===== src/rtl/serial_chunk_adder.sv =====
// serial_chunk_adder
//   Multi-cycle adder/subtractor that processes WIDTH-bit operands CHUNK bits
//   per clock, LSB chunk first. The design has N = WIDTH/CHUNK chunks. After
//   the accepting edge it spends exactly N edges in RUN. It then holds the
//   result in DONE until the consumer takes it.
//
//   Handshake: a transfer happens on a rising edge where valid and ready are
//   both 1. The input side accepts only in IDLE (in_ready), and the output side
//   presents only in DONE (out_valid). Both ready and valid come directly from
//   the registered state. While valid is high, the data it qualifies is stable.
//
// Ports
//   clk, rst             clock, synchronous active-high reset
//   in_valid / in_ready  operand handshake (A, B, Cin, sub)
//   A, B                 WIDTH-bit operands
//   Cin                  carry-in
//   sub                  0 = A+B+Cin, 1 = A-B-Cin (Cout=1 means no borrow)
//   S, Cout, ovf         result, carry-out of the MSB, signed overflow
//   out_valid/out_ready  result handshake
//   dbg_state            current FSM state (0 IDLE, 1 RUN, 2 DONE)
module serial_chunk_adder #(
  parameter int WIDTH = 64,
  parameter int CHUNK = 16
) (
  input  logic             clk,
  input  logic             rst,
  input  logic             in_valid,
  output logic             in_ready,
  input  logic [WIDTH-1:0] A,
  input  logic [WIDTH-1:0] B,
  input  logic             Cin,
  input  logic             sub,
  output logic [WIDTH-1:0] S,
  output logic             Cout,
  output logic             ovf,
  output logic             out_valid,
  input  logic             out_ready,
  output logic [1:0]       dbg_state
);

  localparam int N  = WIDTH / CHUNK;
  localparam int CW = (N > 1) ? $clog2(N) : 1;
  localparam logic [CW-1:0] LAST = CW'(N - 1);

  typedef enum logic [1:0] {
    IDLE = 2'd0,
    RUN  = 2'd1,
    DONE = 2'd2
  } state_t;

  state_t            state;
  logic [WIDTH-1:0]  a_q;
  logic [WIDTH-1:0]  b_q;     // B already conditionally inverted for subtract
  logic              carry;
  logic [CW-1:0]     cnt;
  logic [WIDTH-1:0]  s_q;
  logic              cout_q;
  logic              ovf_q;

  logic [CHUNK-1:0]  a_chunk;
  logic [CHUNK-1:0]  b_chunk;
  logic [CHUNK:0]    csum;

  always_comb begin
    a_chunk = a_q[cnt*CHUNK +: CHUNK];
    b_chunk = b_q[cnt*CHUNK +: CHUNK];
    csum    = {1'b0, a_chunk} + {1'b0, b_chunk} + {{CHUNK{1'b0}}, carry};
  end

  always_ff @(posedge clk) begin
    if (rst) begin
      state  <= IDLE;
      a_q    <= '0;
      b_q    <= '0;
      carry  <= 1'b0;
      cnt    <= '0;
      s_q    <= '0;
      cout_q <= 1'b0;
      ovf_q  <= 1'b0;
    end else begin
      case (state)
        IDLE: begin
          if (in_valid) begin
            a_q   <= A;
            b_q   <= B ^ {WIDTH{sub}};
            // Subtract is A + ~B + ~Cin, so the carry seed is Cin inverted.
            carry <= Cin ^ sub;
            cnt   <= '0;
            state <= RUN;
          end
        end
        RUN: begin
          s_q[cnt*CHUNK +: CHUNK] <= csum[CHUNK-1:0];
          carry <= csum[CHUNK];
          cnt   <= cnt + 1'b1;
          if (cnt == LAST) begin
            cout_q <= csum[CHUNK];
            // Carry-in XOR carry-out of the MSB is the same as this check:
            // both operands have the same sign, and the result sign differs.
            ovf_q  <= (a_chunk[CHUNK-1] == b_chunk[CHUNK-1]) &&
                      (csum[CHUNK-1] != a_chunk[CHUNK-1]);
            state  <= DONE;
          end
        end
        DONE: begin
          if (out_ready) state <= IDLE;
        end
        default: state <= IDLE;
      endcase
    end
  end

  assign in_ready  = (state == IDLE);
  assign out_valid = (state == DONE);
  assign S         = s_q;
  assign Cout      = cout_q;
  assign ovf       = ovf_q;
  assign dbg_state = state;

endmodule

===== config.mk =====
export PLATFORM = sky130hd
export DESIGN_NAME = serial_chunk_adder
export DESIGN_NICKNAME = d
export VERILOG_FILES = /design/src/rtl/serial_chunk_adder.sv
export SDC_FILE = /design/constraint.sdc
export NUM_CORES = 1
export LEC_CHECK = 0
export BUFFER_PORTS_ARGS = -buffer_cell sky130_fd_sc_hd__buf_2
export CAP_MARGIN = 20
export CORE_UTILIZATION = 50
export CTS_BUF_LIST = sky130_fd_sc_hd__clkbuf_2 sky130_fd_sc_hd__clkbuf_4 sky130_fd_sc_hd__clkbuf_8
export CTS_CLUSTER_SIZE = 24
export DETAILED_ROUTE_END_ITERATION = 6
export GPL_TIMING_DRIVEN = 0
export HOLD_SLACK_MARGIN = 0.08
export PLACE_DENSITY = 0.83
export REMOVE_ABC_BUFFERS = 1
export SETUP_SLACK_MARGIN = 0.3
export SYNTH_ARGS = -nofsm -noshare
export SYNTH_HDL_FRONTEND = slang
export SYNTH_SLANG_ARGS = --single-unit

===== constraint.sdc =====
create_clock -name clk -period 4.9 [get_ports clk]
set_input_delay 0.98 -clock clk [delete_from_list [all_inputs] [get_ports clk]]
set_output_delay 0.98 -clock clk [all_outputs]
set_load 0.1 [all_outputs]

Yosys cells after proc, flatten, opt, wreduce, memory -nomap -nowiden
Cells that the tools add are included.
{"block": "totals", "ff_bits": 199, "wordCells": 42}
{"block": "op_classes", "addsub": 4, "n_eq_ne": 8, "shifts": 4, "muxes": 9, "bitwise_logic": 2, "reduce_logical": 7}
{"cell": "indexed part select 64 x 7 -> 16 bit", "count": 2}
{"cell": "bitwise mux 64 bit", "count": 1}
{"cell": "variable shift 16 x 34 -> 64 bit, first input constant", "count": 1}
{"cell": "indexed part select 16 x 34 -> 64 bit", "count": 1}
{"cell": "XOR 64 bit", "count": 1}
{"cell": "negation 6 -> 34 bit", "count": 1}
{"cell": "adder 16 x 16 -> 17 bit", "count": 1}
{"cell": "adder 17 x 1 -> 17 bit", "count": 1}
{"cell": "two-way mux 2 bit", "count": 4}
{"cell": "case mux 2 bit (3 select lines)", "count": 1}
{"cell": "AND reduction 2 bit", "count": 3}
{"cell": "equality test 2 bit, second input constant", "count": 2}
{"cell": "!= test 2 bit, second input constant", "count": 2}
{"cell": "case mux 2 bit (2 select lines)", "count": 1}
{"cell": "AND reduction 3 bit", "count": 1}
{"cell": "adder 2 x 1 -> 2 bit, second input constant", "count": 1}
{"cell": "equality test 2 x 1 -> 1 bit, second input constant", "count": 1}
{"cell": "zero test 2 bit", "count": 1}
{"cell": "!= test 2 x 1 -> 1 bit, second input constant", "count": 1}
{"cell": "case mux 1 bit (2 select lines)", "count": 1}
{"cell": "nonzero test 2 bit", "count": 1}
{"cell": "equality test 1 bit", "count": 1}
{"cell": "logical AND 1 bit", "count": 1}
{"cell": "two-way mux 1 bit", "count": 1}
{"cell": "other kinds (2)", "count": 2}

Depth between registers and ports, before layout
Gate-level depths: netlist of the first run.
{"block": "depth", "depth_word": 5, "ltp_mapped": 12, "ltp_nobuf": 10}

Worst setup path after synthesis of the first run
No wires, ideal clock.
{"block": "synth_timing", "kind": "register to register", "start": "register cnt[0]", "end": "register s_q[15] (netlist: S[15])", "arrival_ns": 3.369, "required_time_ns": 4.782, "setup_slack_ns": 1.413, "path_stages_with_launch": 13, "n_path_buf": 4, "synth_period_minus_slack_ns": 3.487, "path_cell_list": "dfxtp_1 buf_2 buf_1 clkbuf_1 mux4_2 ha_1 clkbuf_1 a21oi_1 o221ai_1 a221o_1 a21o_1 xor2_1 a22o_1"}
{"block": "synth_via", "elab_chain_cells": 5}
{"element": "start: declaration", "line": "55", "text": "logic [CW-1:0] cnt;"}
{"element": "start signal: assignment", "line": "95", "text": "cnt <= cnt + 1'b1;"}
{"element": "indexed part select 64 x 7 -> 16 bit, on equally long branches", "line": "65, 66"}
{"element": "adder 16 x 16 -> 17 bit", "line": "67", "text": "csum = {1'b0, a_chunk} + {1'b0, b_chunk} + {{CHUNK{1'b0}}, carry};"}
{"element": "adder 17 x 1 -> 17 bit", "line": "67"}
{"element": "indexed part select 16 x 34 -> 64 bit", "line": "93", "text": "s_q[cnt*CHUNK +: CHUNK] <= csum[CHUNK-1:0];"}
{"element": "bitwise mux 64 bit *", "line": "93"}
{"element": "end signal: indexed assignment", "line": "93"}
{"element": "end: declaration", "line": "56", "text": "logic [WIDTH-1:0] s_q;"}
Mark *: on every way between the ends. The rest lies on a longest branch, timed or not.
A chain may end at the register's enable or synchronous reset.

Worst setup path after layout of the first run
{"block": "layout_timing", "start": "register cnt[0]", "end": "register s_q[10] (netlist: S[10])"}
The elaborated chain is that of the path after synthesis.

==> summary.txt, run 1 <==
Status
  – Status: completed

Clock tree
  – CTS H-Tree Depth: 4
  – Clock-pin slew on the worst setup and hold paths: between 100 and 150 ps
  – # hold bufs at CTS: 0
  – Clk buf depth: 2
  – TritonCTS clock tree: built
  – Post-cts repair resize count: 0
  – Worst-skew pair later-pin latency: 470 ps
  – CTS Buf Count: 17
  – Clk root buf: clkbuf_8
  – Post-CTS Setup Inserts: 0
  – Clock sinks: 199

Finish
  – Area grow syn2layout: 18.1%
  – Most common cell after layout, fill and taps aside: buf_2
  – Filler cell count: 1478
  – Diodes inserted: 0
  – Nets: 1281
  – Final instance area: 0.0106 mm2
  – Non-filler instance count after layout: 1362
  – Most frequent cells in the layout: buf_2 (201), dfxtp_1 (197), nand2_1 (155), nor2_1 (104), a21oi_1 (89)
  – Fraction of layout cells with a size suffix above 1: around a quarter

Die
  – Core Rows: 48
  – Die width: 136 um
  – Die Y: 136 um
  – Core area: 0.0174 mm2
  – IO Pins: 204
  – Die ar.: 0.0185 mm2
  – Starting Density: 51.5%

Setup path
  – Most used cell, CP: fa_1
  – Setup crit end kind: flop
  – Critical R2R Capture: S[10]
  – Crit Path Category: reg2reg
  – Worst reg2reg path startpoint: cnt[0]
  – R2R depth: 11
  – Reg2Reg Setup Slack: 970 ps
  – Crit path required time: 5320 ps
  – Largest stage delay, worst path: 670 ps
  – Arr. time, crit path: 4350 ps
  – Slowest-stage cell, CP: dfxtp_2
  – Crit path max-delay family: compound AO/OA/AOI/OAI gates
  – Worst path bufs/invs: 2
  – Critical Path, Cell by Cell: buf_12 -> mux4_2 -> fa_1 -> inv_1 -> fa_1 -> nor2b_1 -> o31a_1 -> o31a_4 -> a21bo_2 -> xnor2_1 -> a22o_1
  – Crit Path Max Fanout: 25
  – CP startpoint kind: flop

Routing
  – Wire per inst: 15.6 um
  – Initial DRC Count: 577
  – Routed met1 length: 9650 um
  – Vias per cell: 5.48
  – WL met3: approximately 1000 um
  – Highest Signal Layer: met4
  – DR WL met2: 10200 um
  – DRT Pass-1 Iters: 5
  – Routed via count: 7466
  – Remaining design rule violation count: 0
  – WL final: about 21000 um
  – Final ANT Viol Nets: 0

Timing
  – Setup-violating endpoint count in the final report: 0
  – Clk_skew: 15.1 ps
  – Part of the cycle the worst path needs: 80.2%
  – Fmax: between 0.2 and 0.3 GHz
  – Final Critical Period: 3930 ps
  – Hold_ws: 454 ps
  – Max-slew violation count: 0
  – Worst slew margin: ~37%
  – Final hold vios: 0
  – Worst setup slack after layout: roughly 970 ps
  – Worst slew pin tran: 936 ps
  – Unrepaired setup endpoints after global routing: no

Synth
  – Synth warn: 0
  – FFs w/ async S/R, synth: 0%
  – Top_reg_cell synth: dfxtp_1
  – Mapped Avg Cell Area: 9.28 um2
  – Cell count after synthesis: 966
  – Netlist area before placement: between 0.008 and 0.009 mm2
  – Post-synthesis sequential area ratio: 44.5%
  – EDFF count, synth: 0
  – Yosys reg bits: 199
  – Cell variety after synth: 53

GRT
  – First-pass GRT wire length: 34200 um
  – Vias in the first global route: between 6000 and 7000
  – Total global routing overflow: 0
  – Antenna violations before repair: 0
  – Global-route usage over all layers: 23.6%
  – Largest net degree at the start of global routing: 137

Place
  – DP Wirelength: 15100 um
  – Post-place instance area: 0.0102 mm2
  – Gpl congestion: 0.873
  – IO buf count: 203
  – # placed instances: 1330
  – Post-Place Worst Slack: 962 ps

Power
  – Flop pwr share: 49.5%
  – Leakage: 4.34 nW
  – Comb pwr share: between 10% and 20%
  – Sw Share: approximately 30%
  – Worst vdd ir: 0.000175 V
  – Internal: 0.00246 W
  – Net switching power: approximately 0.0011 W
  – Pwr Density: 336 mW/mm2
  – Clock Power Share: 30.8%

Worst hold path
  – Hold Path End: a_q[48]
  – Hold path depth: 2
  – HP Start: a_q[48]
  – Hold WC Path Type: reg2reg

Flow run
  – Max Cap Violations: 0
cells in the mapped netlist (3+ instances only):
cell type / n / area (um2)
dfxtp_1: 199 / 3980
nand2_1: 156 / 586
nor2_1: 104 / 390
a21oi_1: 89 / 445
xnor2_1: 71 / 622
a211oi_1: 69 / 518
clkbuf_1: 50 / 188
mux4_2: 32 / 721
a22o_1: 28 / 245
a22oi_1: 24 / 180
ha_1: 21 / 263
o21ai_0: 16 / 80.1
buf_1: 14 / 52.6
inv_1: 12 / 45.0
buf_2: 8 / 40.0
nor2b_1: 8 / 50.1
nor3_1: 7 / 35.0
a21o_1: 4 / 30.0
nand2b_1: 4 / 25.0
a211o_1: 3 / 26.3
and3_1: 3 / 18.8
nand4_1: 3 / 18.8
o21a_1: 3 / 22.5
worst max-delay path by stage:
stage	end	depth (start not counted)	startpoint
2_1_floorplan	carry	4	dbg_state[0]
3_3_place_gp	carry	4	in_valid
3_5_place_dp	S[10]	11	cnt[0]
4_1_cts	S[10]	11	cnt[0]
5_1_grt	S[10]	11	cnt[0]
6_report	S[10]	11	cnt[0]
layout make-up:
| type | count | area, um2 | share of cell area, % |
|---|---|---|---|
| multi-input combinational | 683 | 4660 | 44.0 |
| sequential | 199 | 3990 | 37.7 |
| timing repair buffer | 211 | 1200 | 11.4 |
| tap | 225 | 282 | 2.66 |
| clock buffer | 18 | 248 | 2.34 |
| clock inverter | 14 | 164 | 1.55 |
| inverter | 12 | 45.0 | 0.425 |
routing by layer:
layer | vias to the layer above | GRT usage (%)
li1 | 3735 | -
met1 | 3462 | 30.3
met2 | 242 | 39.9
met3 | 27 | 3.91
met4 | 0 | 8.40
met5 | - | 0
registers in the layout (all words and copies together) (netlist names):
name / flops
cnt: 2
carry: 1
ovf: 1
Cout: 1
a_q: 64
dbg_state: 2
b_q: 64
S: 64
worst min-delay path, stage by stage (launching register included):
cell and delay, ps:
dfxtp_1 320, nand2_1 50, a21oi_1 50
metrics by stage:
step / setup TNS (ps) / total power [W] / util [%]
floorplan: -146040 / 0.00227 / -
global placement: -174410 / 0.00248 / 57.3
detailed placement: 0 / 0.00250 / 58.4
CTS: 0 / 0.00357 / 60.8
global route: 0 / 0.00373 / 60.8
finish: 0 / 0.00356 / 60.8
power by group through the flow:
| stage | clock (W) | sequential, W | combinational (W) |
|---|---|---|---|
| 2_1_floorplan | 0 | 0.00185 | 0.000417 |
| 3_3_place_gp | 0 | 0.00181 | 0.000679 |
| 3_5_place_dp | 0 | 0.00180 | 0.000699 |
| 4_1_cts | 0.00111 | 0.00176 | 0.000703 |
| 5_1_grt | 0.00119 | 0.00177 | 0.000768 |
| 6_report | 0.00110 | 0.00176 | 0.000701 |
cells by family after synthesis:
group                    after synthesis  share of synthesized area (%)
flip-flops                           199                           44.5
AND/OR/NAND/NOR                      299                           13.8
buffers and inverters                 84                           3.63
XOR/XNOR                              73                           7.13
AO/OA/AOI/OAI                        254                           19.4
multiplexers                          34                           8.26
adder cells (fa/ha/maj)               23                           3.38
No activity file was read; power rests on OpenSTA's default activity.
==> run 2, diff against run 1 <==
==> constraint.sdc (replaced) <==
create_clock -name clk -period 3.95 [get_ports clk]
set_input_delay 0.79 -clock clk [delete_from_list [all_inputs] [get_ports clk]]
set_output_delay 0.79 -clock clk [all_outputs]
set_load 0.1 [all_outputs]
==> summary.txt, run 2 (same netlist as run 1, synthesis figures left out) <==
Clock tree
  – CTS Buf Count: 17 (unchanged)
  – Clock-pin slew on the worst setup and hold paths: 100 ps (about the same)
  – Clk root buf: clkbuf_8
  – TritonCTS clock tree: built
  – Clock sinks: 199 (unchanged)
  – # hold bufs at CTS: 0 (unchanged)
  – Clk buf depth: 2 (unchanged)
  – Worst-skew pair later-pin latency: 470 ps (about the same)
  – CTS H-Tree Depth: 4 (unchanged)

Timing
  – Fmax: 0.287 GHz (+13%)
  – Setup TNS Final: 0 ps (unchanged)
  – Part of the cycle the worst path needs: 88.1% (+7.9 points)
  – Worst slew pin tran: 962 ps (+25.4 ps)
  – Clk_skew: 12.1 ps (-2.97 ps)
  – Unrepaired setup endpoints after global routing: no
  – Worst slew margin: 35.7% (-1.7 points)
  – Final Critical Period: 3480 ps (-451 ps)
  – Final hold vios: 0 (unchanged)
  – Setup-violating endpoint count in the final report: 0 (unchanged)
  – Max-slew violation count: 0 (unchanged)

Power
  – Total Power: 0.00441 W (+24%)
  – Leakage: 4.36 nW (+0.40%)
  – Worst vdd ir: 0.000220 V (+26%)
  – Pwr Density: 416 mW/mm2 (+24%)

Setup path
  – Crit Path Max Fanout: 24 (-4.0%)
  – Worst reg2reg path startpoint: cnt[1]
  – Setup crit end kind: flop
  – Worst Setup SP: cnt[1]
  – Crit path required time: 4310 ps (-1010 ps)
  – Crit Path Category: reg2reg
  – Arr. time, crit path: 3840 ps (-510 ps)
  – CP startpoint kind: flop

GRT
  – Largest net degree at the start of global routing: 137 (unchanged)
  – First-pass GRT wire length: 34200 um (+0.20%)
  – Antenna violations before repair: 0 (unchanged)
  – Total global routing overflow: 0 (unchanged)
  – Vias in the first global route: 6974 (+0.17%)
  – Global-route usage over all layers: 23.6% (+0.042 points)

Finish
  – Multi-input gate area: 0.00467 mm2 (+0.16%)
  – Nets: 1283 (+0.16%)
  – Filler cell count: 1478 (unchanged)
  – Area grow syn2layout: 18.4%
  – Final instance area: 0.0106 mm2 (+0.26%)
  – Most frequent cells in the layout: buf_2 (201), dfxtp_1 (197), nand2_1 (155), nor2_1 (104), a21oi_1 (89)
  – Most common cell after layout, fill and taps aside: buf_2
  – Fraction of layout cells with a size suffix above 1: 25.4% (+0.22 points)
  – Register area: 0.00399 mm2 (+0.13%)
  – Diodes inserted: 0 (unchanged)

Die
  – Core area: 0.0174 mm2 (unchanged)
  – Core Rows: 48 (unchanged)
  – Starting Density: 51.5% (unchanged)
  – Die width: 136 um (unchanged)
  – IO Pins: 204 (unchanged)
  – Die ar.: 0.0185 mm2 (unchanged)
  – Die Y: 136 um (unchanged)

Routing
  – Initial DRC Count: 598 (+3.6%)
  – Final ANT Viol Nets: 0 (unchanged)
  – Routed via count: 7422 (-0.59%)
  – Remaining design rule violation count: 0 (unchanged)
  – WL final: 21200 um (+0.12%)
  – Vias per cell: 5.44 (-0.74%)
  – Wire per inst: 15.6 um (about the same)
  – DRT Pass-1 Iters: 5 (unchanged)

Place
  – DP Wirelength: 15100 um (unchanged)
  – IO buf count: 203 (unchanged)
  – Gpl congestion: 0.873 (unchanged)
  – Post-place instance area: 0.0102 mm2 (unchanged)

Worst hold path
  – Hold WC Path Type: reg2reg
  – HP Start: a_q[48]

Status
  – Status: completed

Flow run
  – Max Cap Violations: 0 (unchanged)
==> run 2: power breakdown <==
group          total [W]  switching [W]  internal, W  leakage (nW)
logic           0.000883       0.000539     0.000344          2.53
clock network    0.00136       0.000761     0.000596         0.199
registers        0.00218      0.0000572      0.00212          1.63
==> run 2: worst paths after layout <==
kind / slack [ps] / endpoint / depth (start not counted)
worst max-delay path: 470 / S[62] / 11
worst min-delay path: 450 / a_q[48] / 2
worst min register to register: 450 / a_q[48] / 2
worst max register to register: 470 / S[62] / 11
==> run 2: worst max-delay path, stage by stage, from the launching register on <==
cell      delay (ps)
dfxtp_4          380
buf_12           210
mux4_2           550
fa_1             460
inv_1             90
fa_1             210
nor2b_1           70
o31a_1           290
o31a_4           340
a221oi_4         320
xnor2_1          210
a22o_1           230
==> run 2: layout make-up <==
cell class | count | area share, %
multi-input cells | 683 | 44.0
flip-flops and latches | 199 | 37.6
repair buffers | 213 | 11.5
well taps | 225 | 2.65
clock buffers | 18 | 2.33
clock inverters | 14 | 1.54
inverters | 12 | 0.424
==> run 2: per-layer routing <==
layer  routed length, um  vias up  GRT usage (%)
li1                    -     3732              -
met1                9720     3449           30.4
met2               10100      214           39.9
met3                1030       27           3.91
met4                 353        0           8.40
met5                   0        -              0
==> run 2: metrics by stage <==
step / worst slack (ps) / hold slack (ps) / util (%) / std cells
6_report: 470 / 454 / 60.9 / 1364
5_1_grt: 341 / 472 / 60.9 / 1364
4_1_cts: 466 / 459 / 60.9 / 1364
3_5_place_dp: 12.4 / 445 / 58.4 / 1330
3_3_place_gp: -2180 / 431 / 57.3 / 1322
2_1_floorplan: -2170 / 427 / - / 894
==> run 2: repair_timing <==
item / 4_1_cts / 5_1_grt
buffers inserted: 2 / 0
resized for setup: 3 / 0
endpoints found under the hold margin: 0 / 0
endpoints found under the setup margin: 25 / 0
